==> src/rtl/spike_rate_decoder_pkg.sv <==
// Shared definitions for the spike receive path: FSM states, defaults, saturating add.
package spike_rate_decoder_pkg;

  typedef enum logic {
    ST_IDLE  = 1'b0,
    ST_COUNT = 1'b1
  } state_e;

  localparam logic [7:0] DEF_WINDOW      = 8'd64;
  localparam logic [7:0] DEF_WEIGHT      = 8'd32;
  localparam int         DEF_DECAY_SHIFT = 1;

  function automatic logic [7:0] sat_add8(input logic [7:0] a, input logic [7:0] b);
    logic [8:0] s;
    s = {1'b0, a} + {1'b0, b};
    return s[8] ? 8'hFF : s[7:0];
  endfunction

endpackage

==> src/rtl/spike_rate_decoder_synapse_trace.sv <==
// Synaptic current trace: exponential decay plus WEIGHT per spike, clamped at 255.
// One cycle from spike_i sample to current_o; free running, never stalls.
module synapse_trace
  import spike_rate_decoder_pkg::*;
#(
  parameter logic [7:0] WEIGHT      = DEF_WEIGHT,
  parameter int         DECAY_SHIFT = DEF_DECAY_SHIFT
) (
  input  logic       clk_i,
  input  logic       rst_ni,
  input  logic       spike_i,
  output logic [7:0] current_o
);

  logic [7:0] cur_q, cur_d;

  always_comb begin
    cur_d = sat_add8(cur_q >> DECAY_SHIFT, spike_i ? WEIGHT : 8'd0);
  end

  always_ff @(posedge clk_i or negedge rst_ni) begin
    if (!rst_ni) cur_q <= 8'd0;
    else         cur_q <= cur_d;
  end

  assign current_o = cur_q;

endmodule

==> src/rtl/spike_rate_decoder.sv <==
// Spike train to magnitudes: current trace plus windowed spike count offered via valid/ready.
// Rate result registered at window end; a result arriving while one is still pending is dropped (overrun pulse).
module spike_rate_decoder
  import spike_rate_decoder_pkg::*;
#(
  parameter logic [7:0] WINDOW      = DEF_WINDOW,
  parameter logic [7:0] WEIGHT      = DEF_WEIGHT,
  parameter int         DECAY_SHIFT = DEF_DECAY_SHIFT
) (
  input  logic       clk_i,
  input  logic       rst_ni,
  input  logic       en_i,
  input  logic       spike_i,
  output logic [7:0] current_o,
  output logic [7:0] rate_o,
  output logic       rate_valid_o,
  input  logic       rate_ready_i,
  output logic       overrun_o
);

  localparam logic [7:0] LAST = WINDOW - 8'd1;

  state_e     state_q;
  logic [7:0] win_cnt_q, spk_cnt_q;
  logic [7:0] rate_q;
  logic       rate_valid_q, overrun_q;

  synapse_trace #(
    .WEIGHT      (WEIGHT),
    .DECAY_SHIFT (DECAY_SHIFT)
  ) u_trace (
    .clk_i     (clk_i),
    .rst_ni    (rst_ni),
    .spike_i   (spike_i),
    .current_o (current_o)
  );

  always_ff @(posedge clk_i or negedge rst_ni) begin
    if (!rst_ni) begin
      state_q      <= ST_IDLE;
      win_cnt_q    <= 8'd0;
      spk_cnt_q    <= 8'd0;
      rate_q       <= 8'd0;
      rate_valid_q <= 1'b0;
      overrun_q    <= 1'b0;
    end else begin
      overrun_q <= 1'b0;
      // A transfer clears valid unless a fresh result loads on this same edge (below).
      if (rate_valid_q && rate_ready_i) rate_valid_q <= 1'b0;
      case (state_q)
        ST_IDLE: begin
          win_cnt_q <= 8'd0;
          spk_cnt_q <= 8'd0;
          if (en_i) state_q <= ST_COUNT;
        end
        ST_COUNT: begin
          if (!en_i) begin
            state_q   <= ST_IDLE;
            win_cnt_q <= 8'd0;
            spk_cnt_q <= 8'd0;
          end else if (win_cnt_q == LAST) begin
            win_cnt_q <= 8'd0;
            spk_cnt_q <= 8'd0;
            if (!rate_valid_q || rate_ready_i) begin
              rate_q       <= spk_cnt_q + {7'd0, spike_i};
              rate_valid_q <= 1'b1;
            end else begin
              overrun_q <= 1'b1;
            end
          end else begin
            win_cnt_q <= win_cnt_q + 8'd1;
            spk_cnt_q <= spk_cnt_q + {7'd0, spike_i};
          end
        end
      endcase
    end
  end

  assign rate_o       = rate_q;
  assign rate_valid_o = rate_valid_q;
  assign overrun_o    = overrun_q;

endmodule

==> config.mk <==
export PLATFORM = sky130hd
export DESIGN_NAME = spike_rate_decoder
export DESIGN_NICKNAME = d
export VERILOG_FILES = /design/src/rtl/spike_rate_decoder_pkg.sv /design/src/rtl/spike_rate_decoder_synapse_trace.sv /design/src/rtl/spike_rate_decoder.sv
export SDC_FILE = /design/constraint.sdc
export NUM_CORES = 1
export LEC_CHECK = 0
export ABC_AREA = 1
export BUFFER_PORTS_ARGS = -buffer_cell sky130_fd_sc_hd__clkbuf_2
export CAP_MARGIN = 20
export CELL_PAD_IN_SITES_DETAIL_PLACEMENT = 1
export CELL_PAD_IN_SITES_GLOBAL_PLACEMENT = 2
export CORE_ASPECT_RATIO = 0.6
export CORE_MARGIN = 2
export CORE_UTILIZATION = 25
export DETAILED_ROUTE_END_ITERATION = 12
export PLACE_DENSITY_LB_ADDON = 0.1
export REMOVE_ABC_BUFFERS = 1
export SLEW_MARGIN = 20
export SYNTH_ARGS = -nofsm -noshare
export SYNTH_HDL_FRONTEND = slang
export SYNTH_SLANG_ARGS = --single-unit
==> constraint.sdc <==
create_clock -name clk_i -period 1.8 [get_ports clk_i]
set_input_delay 0.36 -clock clk_i [delete_from_list [all_inputs] [get_ports clk_i]]
set_output_delay 0.36 -clock clk_i [all_outputs]
set_load 0.05 [all_outputs]
==> results.cfg <==
[timing]
fmax_mhz = 672.4
slew_violations = 0
min_period_ns = 1.487
worst_slew_pin_slew_ns = 0.4627
tns_ns = 0
rsz0062_at_grt = false
setup_viol = 0
setup_slack_ns = 0.3129
maxSlewHeadroom_pct = 69.15
period_share_pct = 82.62
finClkSkew_ns = 0.01024
timing_hold_violations_final = 0

[final_layout]
fin_nets = 203
drive_above_1_share_pct = 20.62
layout_common_cells = nand2_1 (50), dfrtp_1 (35), clkbuf_2 (22), nor2_1 (20), inv_1 (18)
final_common_cell = nand2_1
syn2layout_area_growth_pct = 19.66
diodes = 0
finalNonFillerCells = 278

[yosys]
synth-compound-area-share_pct = 4.549
synth_top_area_cell = dfrtp_1
synthSimpleGateAreaFrac_pct = 25.83
ys_seq_area_share_pct = 56.86
synth_cell_types = 21
synthCells = 168
synth_seq_cells = 35
synth_mux_area_share_pct = 0
synth-adder-area-share_pct = 4.062
synth_top_family_by_area = simple AND/OR/NAND/NOR gates
syn_area_per_cell_um2 = 9.168
synth_xor_area_share_pct = 1.137
syn-cell-area_um2 = 1540
yosysTopAreaCellShare_pct = 56.86
ys_warn_count = 0
synthTopCellsByArea = dfrtp_1 (57%), nand2_1 (12%), nor2_1 (4.9%)

[worst_setup_path]
criticalPathCategory = flop to flop
path_cells = ha_1 -> nand3_2 -> nor2_4 -> nor2_1 -> nand2_1 -> nor2_1
slowest_delay_ns = 0.41
crit_fanout = 5
arrival_ns = 1.71
start_kind = flop
path_common_cell = nor2_1
ff2ff_path_depth = 6
required_ns = 2.02
end_kind = flop
slowest_stage = dfrtp_1

[placement]
dp_hpwl_um = 2710
portBuffers = 22
placed_cells = 270
pre_cts_slack_ns = 0.3219
gp_congestion = 0.7222

[global_routing]
grt_pass1_vias = 1236
track_usage_pct = 12.15
overflow = 0
grt_max_degree = 36
antenna_found_initial = 0
grt_pass1_wl_um = 6334

[cts]
post_cts_buffers = 0
holdBufCountCts = 0
clkLatencyLatePin_ns = 0.29
tritoncts = yes
htreeDepth = 2
root_buffer = clkbuf_8
numCtsBuffers = 5
cts_buffer_depth = 2
cts.sinks = 35
cts_repair_resize_count = 0
path_clk_slew_ns = 0.08

[route]
ant_nets = 0
drt_wl_total_um = 3571
drt_iter0_markers = 20
avgRoutedWirePerCell_um = 12.85
viasPerCell = 4.079
drc = 0
first_pass_iters = 6
via_count = 1134

[power_and_ir_drop]
p_leak_nw = 0.9700
fin_total_pwr_w = 0.001632
vdd_ir_drop_max_uv = 264.0
p_per_area_nw_per_um2 = 885.5

[status]
outcome = completed

[floorplanning]
core_area_um2 = 6028
ios = 23
fp.dieW_um = 105.3
initial_core_util_pct = 25.55
rows = 22
fp.dieH_um = 64.80
dieArea_um2 = 6825

[job]
maxCapViolCount = 0

[hold_path]
hold_path.class = primary input to async pin
synthesized netlist by cell type:
library cell / instances
a21oi_1: 7
a31oi_1: 1
buf_4: 5
clkinv_1: 2
dfrtp_1: 35
ha_1: 5
inv_1: 18
inv_2: 1
nand2_1: 50
nand2_2: 2
nand3_1: 2
nand3_2: 2
nand3_4: 1
nand3b_1: 3
nand4_1: 4
nor2_1: 20
nor2_4: 2
nor3_1: 1
o21ai_0: 4
o21ai_2: 1
xor2_1: 2
sequential cells by signal (all words and copies together) (netlist names):
signal and cells:
rate_valid_o 1, u_trace.current_o 8, overrun_o 1, spk_cnt_q 8, rate_o 8, win_cnt_q 8
state_q 1
layer usage:
| layer | vias to the layer above | track usage (%) | wire (um) |
|---|---|---|---|
| met4 | 0 | 4.000 | 47 |
| met5 | - | 0 | 0 |
| met1 | 535 | 17.70 | 1943 |
| met3 | 8 | 3.421 | 151 |
| li1 | 566 | - | - |
| met2 | 25 | 17.18 | 1427 |
logic make-up (layout without fill, tap and decap cells):
family          Yosys count  count (layout)
buf+inv                  26              52
xor+xnor                  2               2
simple gates             87              87
flops                    35              35
compound gates           13              13
fa+ha+maj                 5               5
power by group:
part / total, W / leakage [nW] / internal, W / switching [W]
Combinational: 0.0000776 / 0.438 / 0.0000155 / 0.0000622
Sequential: 0.000804 / 0.471 / 0.000797 / 0.00000655
Clock: 0.000750 / 0.0612 / 0.000448 / 0.000302
per-stage QoR:
stage | hold slack, ns | util, % | instance area (um^2)
4_1_cts | 0.1192 | 30.57 | 1843
5_1_grt | 0.1558 | 30.57 | 1843
2_1_floorplan | 0.06441 | - | 1503
3_3_place_gp | 0.3579 | 28.62 | 1725
6_report | 0.1047 | 30.57 | 1843
3_5_place_dp | 0.3687 | 28.62 | 1725
cell type report:
cell class / count / area, um^2
fillers: 704 / 4185
flip-flops and latches: 35 / 875.8
multi-input cells: 107 / 548.0
repair buffers: 23 / 117.6
well taps: 84 / 105.1
clock buffers: 6 / 82.58
inverters: 21 / 78.83
clock inverters: 2 / 35.03
worst max-delay path, delay by kind of cell (launching register included):
family / cells / cell delay, ns
simple gates: 5 / 0.76
fa+ha+maj: 1 / 0.24
flops: 1 / 0.41
worst paths after layout:
| check | slack (ns) | startpoint | endpoint |
|---|---|---|---|
| setup / recovery | 0.31 | win_cnt_q[0]$_DFF_PN0_ | win_cnt_q[5]$_DFF_PN0_ |
| hold / removal | 0.10 | rst_ni | u_trace.current_o[6]$_DFF_PN0_ |
| setup reg to reg | 0.31 | win_cnt_q[0]$_DFF_PN0_ | win_cnt_q[5]$_DFF_PN0_ |
| hold reg to reg | 0.38 | u_trace.current_o[3]$_DFF_PN0_ | u_trace.current_o[2]$_DFF_PN0_ |
| max in group asynchronous | 1.37 | rst_ni | u_trace.current_o[0]$_DFF_PN0_ |
| min in group clk_i | 0.20 | en_i | state_q$_DFF_PN0_ |
(Power assumes the default switching activity.)
